<file path="config.mk">
export PLATFORM = sky130hd
export DESIGN_NAME = vga_frame_reader
export DESIGN_NICKNAME = d
export VERILOG_FILES = /design/src/rtl/vga_pkg.sv /design/src/rtl/vga_timing.sv /design/src/rtl/vga_frame_reader.sv
export SDC_FILE = /design/constraint.sdc
export NUM_CORES = 1
export LEC_CHECK = 0
export ABC_AREA = 1
export ABC_CLOCK_PERIOD_IN_PS = 2100
export CAP_MARGIN = 20
export CORE_MARGIN = 10
export CORE_UTILIZATION = 25
export CTS_CLUSTER_DIAMETER = 50
export CTS_CLUSTER_SIZE = 16
export DETAILED_ROUTE_END_ITERATION = 6
export HOLD_SLACK_MARGIN = 0.05
export PLACE_DENSITY_LB_ADDON = 0.12
export SYNTH_ARGS = -nofsm -noshare
export SYNTH_HDL_FRONTEND = slang
export SYNTH_SLANG_ARGS = --single-unit
export TNS_END_PERCENT = 50
</file>
<file path="constraint.sdc">
create_clock -name clk -period 2.1 [get_ports clk]
set_clock_uncertainty 0.2 [all_clocks]
set_input_delay 0.315 -clock clk [delete_from_list [all_inputs] [get_ports clk]]
set_output_delay 0.315 -clock clk [all_outputs]
set_load 0.05 [all_outputs]
</file>
<file path="src/rtl/vga_pkg.sv">
// Shared VGA 640x480@60 timing constants and frame-memory geometry for the
// vga_frame_reader slice.
package vga_pkg;

  localparam int VGA_H_VISIBLE = 640;
  localparam int VGA_H_FP      = 16;
  localparam int VGA_H_SYNC    = 96;
  localparam int VGA_H_BP      = 48;
  localparam int VGA_V_VISIBLE = 480;
  localparam int VGA_V_FP      = 10;
  localparam int VGA_V_SYNC    = 2;
  localparam int VGA_V_BP      = 33;

  localparam int H_TOTAL = VGA_H_VISIBLE + VGA_H_FP + VGA_H_SYNC + VGA_H_BP;
  localparam int V_TOTAL = VGA_V_VISIBLE + VGA_V_FP + VGA_V_SYNC + VGA_V_BP;

  localparam int VGA_IMG_W = 128;
  localparam int VGA_IMG_H = 96;
  localparam int VGA_SCALE = 5;
  localparam int ADDR_W    = 14;

  // Both raster counters share one width, sized for the longer axis.
  localparam int CNT_W = $clog2(H_TOTAL);

  typedef struct packed {
    logic r;
    logic g;
    logic b;
  } rgb_t;

  function automatic logic in_range(input logic [CNT_W-1:0] value,
                                    input logic [CNT_W-1:0] lo,
                                    input logic [CNT_W-1:0] hi);
    return (value >= lo) && (value < hi);
  endfunction

endpackage

</file>
<file path="src/rtl/vga_timing.sv">
// Pixel-tick, raster counters and one-pixel-delayed sync generation for the
// VGA scan; also flags the visible area and line/frame ends for the top level.
module vga_timing
  import vga_pkg::*;
#(
  parameter int H_VISIBLE = VGA_H_VISIBLE,
  parameter int H_FP      = VGA_H_FP,
  parameter int H_SYNC    = VGA_H_SYNC,
  parameter int H_BP      = VGA_H_BP,
  parameter int V_VISIBLE = VGA_V_VISIBLE,
  parameter int V_FP      = VGA_V_FP,
  parameter int V_SYNC    = VGA_V_SYNC,
  parameter int V_BP      = VGA_V_BP
) (
  input  logic clk,
  input  logic reset,
  output logic pix_en,
  output logic visible,
  output logic v_active,
  output logic last_col,
  output logic line_end,
  output logic frame_end,
  output logic hsync,
  output logic vsync
);

  localparam logic [CNT_W-1:0] H_VIS      = CNT_W'(H_VISIBLE);
  localparam logic [CNT_W-1:0] H_VIS_LAST = CNT_W'(H_VISIBLE - 1);
  localparam logic [CNT_W-1:0] HS_START   = CNT_W'(H_VISIBLE + H_FP);
  localparam logic [CNT_W-1:0] HS_END     = CNT_W'(H_VISIBLE + H_FP + H_SYNC);
  localparam logic [CNT_W-1:0] H_LAST     = CNT_W'(H_VISIBLE + H_FP + H_SYNC + H_BP - 1);
  localparam logic [CNT_W-1:0] V_VIS      = CNT_W'(V_VISIBLE);
  localparam logic [CNT_W-1:0] VS_START   = CNT_W'(V_VISIBLE + V_FP);
  localparam logic [CNT_W-1:0] VS_END     = CNT_W'(V_VISIBLE + V_FP + V_SYNC);
  localparam logic [CNT_W-1:0] V_LAST     = CNT_W'(V_VISIBLE + V_FP + V_SYNC + V_BP - 1);

  logic             pix_en_q, pix_en_d;
  logic [CNT_W-1:0] h_cnt_q, h_cnt_d;
  logic [CNT_W-1:0] v_cnt_q, v_cnt_d;
  logic             hsync_q, hsync_d;
  logic             vsync_q, vsync_d;

  assign pix_en    = pix_en_q;
  assign v_active  = (v_cnt_q < V_VIS);
  assign visible   = (h_cnt_q < H_VIS) && v_active;
  assign last_col  = (h_cnt_q == H_VIS_LAST);
  assign line_end  = (h_cnt_q == H_LAST);
  assign frame_end = line_end && (v_cnt_q == V_LAST);
  assign hsync     = hsync_q;
  assign vsync     = vsync_q;

  // Sync is sampled from the counters on the tick, so it leaves one pixel
  // behind them, in step with the registered colour.
  always_comb begin
    pix_en_d = ~pix_en_q;
    h_cnt_d  = h_cnt_q;
    v_cnt_d  = v_cnt_q;
    hsync_d  = hsync_q;
    vsync_d  = vsync_q;
    if (pix_en_q) begin
      hsync_d = ~in_range(h_cnt_q, HS_START, HS_END);
      vsync_d = ~in_range(v_cnt_q, VS_START, VS_END);
      if (line_end) begin
        h_cnt_d = '0;
        v_cnt_d = (v_cnt_q == V_LAST) ? '0 : v_cnt_q + 1'b1;
      end else begin
        h_cnt_d = h_cnt_q + 1'b1;
      end
    end
  end

  always_ff @(posedge clk) begin
    if (!reset) begin
      pix_en_q <= 1'b0;
      h_cnt_q  <= '0;
      v_cnt_q  <= '0;
      hsync_q  <= 1'b1;
      vsync_q  <= 1'b1;
    end else begin
      pix_en_q <= pix_en_d;
      h_cnt_q  <= h_cnt_d;
      v_cnt_q  <= v_cnt_d;
      hsync_q  <= hsync_d;
      vsync_q  <= vsync_d;
    end
  end

endmodule

</file>
<file path="src/rtl/vga_frame_reader.sv">
// Read-side scan controller: walks the frame memory in raster order with 5x5
// pixel replication and registers colour in step with sync.
// Define VGA_TEST_PATTERN_EN to replace memory data with a generated pattern.
module vga_frame_reader
  import vga_pkg::*;
#(
  parameter int H_VISIBLE = VGA_H_VISIBLE,
  parameter int H_FP      = VGA_H_FP,
  parameter int H_SYNC    = VGA_H_SYNC,
  parameter int H_BP      = VGA_H_BP,
  parameter int V_VISIBLE = VGA_V_VISIBLE,
  parameter int V_FP      = VGA_V_FP,
  parameter int V_SYNC    = VGA_V_SYNC,
  parameter int V_BP      = VGA_V_BP,
  parameter int IMG_W     = VGA_IMG_W,
  parameter int IMG_H     = VGA_IMG_H,
  parameter int SCALE     = VGA_SCALE
) (
  input  logic              clk,
  input  logic              reset,
  output logic [ADDR_W-1:0] address,
  input  logic              red_in,
  input  logic              green_in,
  input  logic              blue_in,
  output logic              hsync,
  output logic              vsync,
  output logic              red,
  output logic              green,
  output logic              blue
);

  localparam int                SUB_W      = $clog2(SCALE);
  localparam int                X_W        = $clog2(IMG_W);
  localparam logic [SUB_W-1:0]  SUB_LAST   = SUB_W'(SCALE - 1);
  localparam logic [X_W-1:0]    X_LAST     = X_W'(IMG_W - 1);
  localparam logic [ADDR_W-1:0] ROW_STRIDE = ADDR_W'(IMG_W);
  localparam logic [ADDR_W-1:0] ROW_LAST   = ADDR_W'((IMG_H - 1) * IMG_W);

  logic pix_en, visible, v_active, last_col, line_end, frame_end;

  vga_timing #(
    .H_VISIBLE (H_VISIBLE),
    .H_FP      (H_FP),
    .H_SYNC    (H_SYNC),
    .H_BP      (H_BP),
    .V_VISIBLE (V_VISIBLE),
    .V_FP      (V_FP),
    .V_SYNC    (V_SYNC),
    .V_BP      (V_BP)
  ) u_timing (
    .clk       (clk),
    .reset     (reset),
    .pix_en    (pix_en),
    .visible   (visible),
    .v_active  (v_active),
    .last_col  (last_col),
    .line_end  (line_end),
    .frame_end (frame_end),
    .hsync     (hsync),
    .vsync     (vsync)
  );

  logic [SUB_W-1:0]  x_sub_q, x_sub_d;
  logic [X_W-1:0]    x_img_q, x_img_d;
  logic [SUB_W-1:0]  y_sub_q, y_sub_d;
  logic [ADDR_W-1:0] row_base_q, row_base_d;
  logic [ADDR_W-1:0] addr_q, addr_d;
  rgb_t              rgb_q, rgb_d;
  rgb_t              src_rgb;

`ifdef VGA_TEST_PATTERN_EN
  logic [ADDR_W-X_W-1:0] y_img;
  assign y_img   = row_base_q[ADDR_W-1:X_W];
  assign src_rgb = {x_img_q[3], y_img[3], x_img_q[4] ^ y_img[4]};
`else
  assign src_rgb = {red_in, green_in, blue_in};
`endif

  // Walk state always describes the pixel at the current counters; the
  // address is loaded on the off-tick clk so memory data lands on the next tick.
  always_comb begin
    x_sub_d    = x_sub_q;
    x_img_d    = x_img_q;
    y_sub_d    = y_sub_q;
    row_base_d = row_base_q;
    addr_d     = addr_q;
    rgb_d      = rgb_q;
    if (pix_en) begin
      rgb_d = visible ? src_rgb : '0;
      if (visible && !last_col) begin
        if (x_sub_q == SUB_LAST) begin
          x_sub_d = '0;
          x_img_d = (x_img_q == X_LAST) ? x_img_q : x_img_q + 1'b1;
        end else begin
          x_sub_d = x_sub_q + 1'b1;
        end
      end
      if (line_end) begin
        x_sub_d = '0;
        x_img_d = '0;
        if (v_active) begin
          if (y_sub_q == SUB_LAST) begin
            y_sub_d = '0;
            if (row_base_q != ROW_LAST) begin
              row_base_d = row_base_q + ROW_STRIDE;
            end
          end else begin
            y_sub_d = y_sub_q + 1'b1;
          end
        end
      end
      // Frame restart overrides any row advance decided above.
      if (frame_end) begin
        y_sub_d    = '0;
        row_base_d = '0;
      end
    end else if (visible) begin
      addr_d = row_base_q + ADDR_W'(x_img_q);
    end
  end

  always_ff @(posedge clk) begin
    if (!reset) begin
      x_sub_q    <= '0;
      x_img_q    <= '0;
      y_sub_q    <= '0;
      row_base_q <= '0;
      addr_q     <= '0;
      rgb_q      <= '0;
    end else begin
      x_sub_q    <= x_sub_d;
      x_img_q    <= x_img_d;
      y_sub_q    <= y_sub_d;
      row_base_q <= row_base_d;
      addr_q     <= addr_d;
      rgb_q      <= rgb_d;
    end
  end

  assign address = addr_q;
  assign red     = rgb_q.r;
  assign green   = rgb_q.g;
  assign blue    = rgb_q.b;

endmodule
</file>
==> metrics <==
CP max stage cell clkdlybuf4s50_1; DP Worst Slack 0.128 ns; synth-to-layout area growth 25.9%; Max VDD drop 0.390 mV; ys flop type dfxtp_1; Slew @ Worst Pin 0.510 ns; Core Rows 41; clock buffer depth 2; ANT cells 0; Pre-antenna DRT Iters 4; share of layout cells above drive strength 1 13.9%; busiest grt layer met2; Skew-Pair Late Insertion Delay 0.32 ns; Leakage about 1.6 nW; sequential share of the synthesized area between 30% and 40%; pin count of the biggest net entering global routing 24; ANT nets after route 0; setup slack after layout 0.112 ns; CP bufs+invs 1; post-synthesis average cell area 7.22 sq um; Iter 0 DRT Violations 123; Synth Net Count 461; IO Port Bufs 23; unrepaired setup endpoints after global routing false; R2R setup slack 0.17 ns; via/cell ratio 4.40; M1 GR Usage a little under an eighth; core area 12,600 sq um; Worst Setup Start Kind flip-flop; type of the worst min-delay path reg -> reg; kind of critical path reg -> out; cts-stage hold buffer count 0; Max Cap Viol 0; CP max FO 2; nature of the critical path endpoint output port; post-detailed-route wirelength per cell 12.0 um; grt met2 use 15.7%; warnings from Yosys 0; CP required between 1.5 and 2 ns; vias post-DR 2,907; hpwl dp 5880 um; Sum Neg Setup Slack 0 ns; die width 133 um; chip height 133 um; outcome completed; I/O pins 24; initial core utilization between 20% and 30%; final hold slack 0.266 ns; post-route minimum period about 2 ns; Placer Congestion 0.788; Seq cells post-synth 60; Critical Path, Cell by Cell clkdlybuf4s50_1; mapped cell area 3210 sq um; fin nets approximately 500; EDFF count, synth 0; vias in the first global route 2,877; first-pass GRT wire length 13,800 um; Num CTS Buffers 9; post-synth cell types 43; CTS tree built; antenna violations before repair 0; CTS clk-pin slew, worst paths 0.05 ns; All-Layer GR Usage 9.37%; Clock Sinks 60; Final period util 94.7%; met3 Usage GRT 2.14%; CTS H-tree depth 3; achievable frequency 0.503 GHz; Root Buffer clkbuf_16; power per cell area between 700 and 800 nW/um^2; Post-Syn Instances between 400 and 500; worst rel slew slack between 60% and 70%; crit-path max cell delay 0.82 ns; final hold viol count 0; CP top delay family buffers and inverters; Max Slew Vio Count 0; final core occ 32.1%; Setup Viol. Count Final 0; Total Die Area around 18,000 sq um; GRT overflow 0; Synth async-reset ratio 0%; DRC 0; Total Wirelength 7940 um; CP arrival 1.47 ns
per-layer routing:
metal	share of wire, %	wire length, um	vias to the layer above
met5	0	0	-
met4	1.5	122	0
met3	2.2	174	8
met2	49	3900	18
met1	47	3740	1351
li1	-	-	1530
synthesized netlist by cell type (8+ instances only):
cell type | n | area share, %
nor2_1 | 56 | 6.5
dfxtp_1 | 60 | 37
inv_1 | 50 | 5.8
nand2_1 | 82 | 9.6
a21oi_1 | 37 | 5.8
nand3_1 | 34 | 5.3
ha_1 | 11 | 4.3
o21ai_1 | 8 | 1.2
nand4_1 | 9 | 1.8
nand2_2 | 8 | 1.6
nor3_1 | 17 | 2.6
xor2_1 | 9 | 2.5
timing repair:
item	CTS	global route
gates resized for setup	0	3
hold endpoints to repair	0	0
buffers inserted	0	5
setup endpoints to repair	0	5
report_power, final:
part	switching (mW)	internal (mW)	total, mW
logic	0.127	0.0612	0.188
registers	0.0146	1.16	1.18
clock network	0.499	1.03	1.53
kinds of logic (layout without fill, tap and decap cells):
family | count (synthesis) | count (layout) | synth area share [%]
buffers and inverters | 69 | 113 | 9.11
XOR/XNOR | 15 | 15 | 4.09
AND/OR/NAND/NOR | 225 | 225 | 33.3
other | 1 | 1 | 0.117
flip-flops | 60 | 60 | 37.4
AO/OA/AOI/OAI | 64 | 64 | 11.8
adder cells (fa/ha/maj) | 11 | 11 | 4.28
area by class of cell:
type / instances / area, sq um
Inverter: 57 / 218
Sequential cell: 60 / 1200
Tap cell: 172 / 215
Timing Repair Buffer: 42 / 373
Clock buffer: 13 / 280
Fill cell: 1389 / 8570
Multi-Input combinational cell: 316 / 1730
Clock inverter: 1 / 30.0
sequential cells by signal (all words and copies together), names as in the netlist:
name and count:
u_timing.v_cnt_q 10, y_sub_q 3, green 1, row_base_q 7, blue 1, u_timing.hsync 1
u_timing.h_cnt_q 10, x_sub_q 3, u_timing.pix_en 1, x_img_q 7, red 1, u_timing.vsync 1
address 14
metrics by stage:
| step | cells | power (mW) | area, sq um |
|---|---|---|---|
| after CTS | 656 | 2.95 | 4000 |
| after floorplan | 445 | 1.33 | 3210 |
| after global placement | 642 | 1.39 | 3690 |
| final | 661 | 2.90 | 4050 |
| after global routing | 661 | 3.00 | 4050 |
| after detailed placement | 642 | 1.39 | 3690 |
cells in the final DEF, fill, tap and decap left out, types with 2 or more instances in the layout:
| cell | n |
|---|---|
| nand4_1 | 9 |
| ha_1 | 11 |
| xor2_1 | 9 |
| xnor2_1 | 6 |
| nor3_1 | 17 |
| inv_1 | 50 |
| nor3_2 | 2 |
| inv_2 | 4 |
| clkbuf_16 | 9 |
| nor2_1 | 56 |
| nand2_1 | 81 |
| o21ai_0 | 6 |
| clkbuf_8 | 4 |
| nor2_4 | 3 |
| nand2_4 | 3 |
| nor2_2 | 4 |
| o21ai_1 | 8 |
| o21ai_4 | 2 |
| a211oi_1 | 2 |
| a32o_1 | 3 |
| dfxtp_1 | 60 |
| nand2_2 | 9 |
| buf_4 | 19 |
| clkdlybuf4s50_1 | 23 |
| nand3_1 | 34 |
| a21oi_1 | 37 |
| o22ai_1 | 2 |
worst paths after layout:
check                                   start                          end  cells past startpoint
max               u_timing.hsync$_SDFFE_PN1P_                        hsync                      1
min                   address[1]$_SDFFE_PN0P_      address[1]$_SDFFE_PN0P_                      2
max reg2reg  u_timing.h_cnt_q[0]$_SDFFE_PN0P_  row_base_q[11]$_SDFFE_PN0P_                     10
min reg2reg           address[1]$_SDFFE_PN0P_      address[1]$_SDFFE_PN0P_                      2
(Power assumes the default switching activity.)
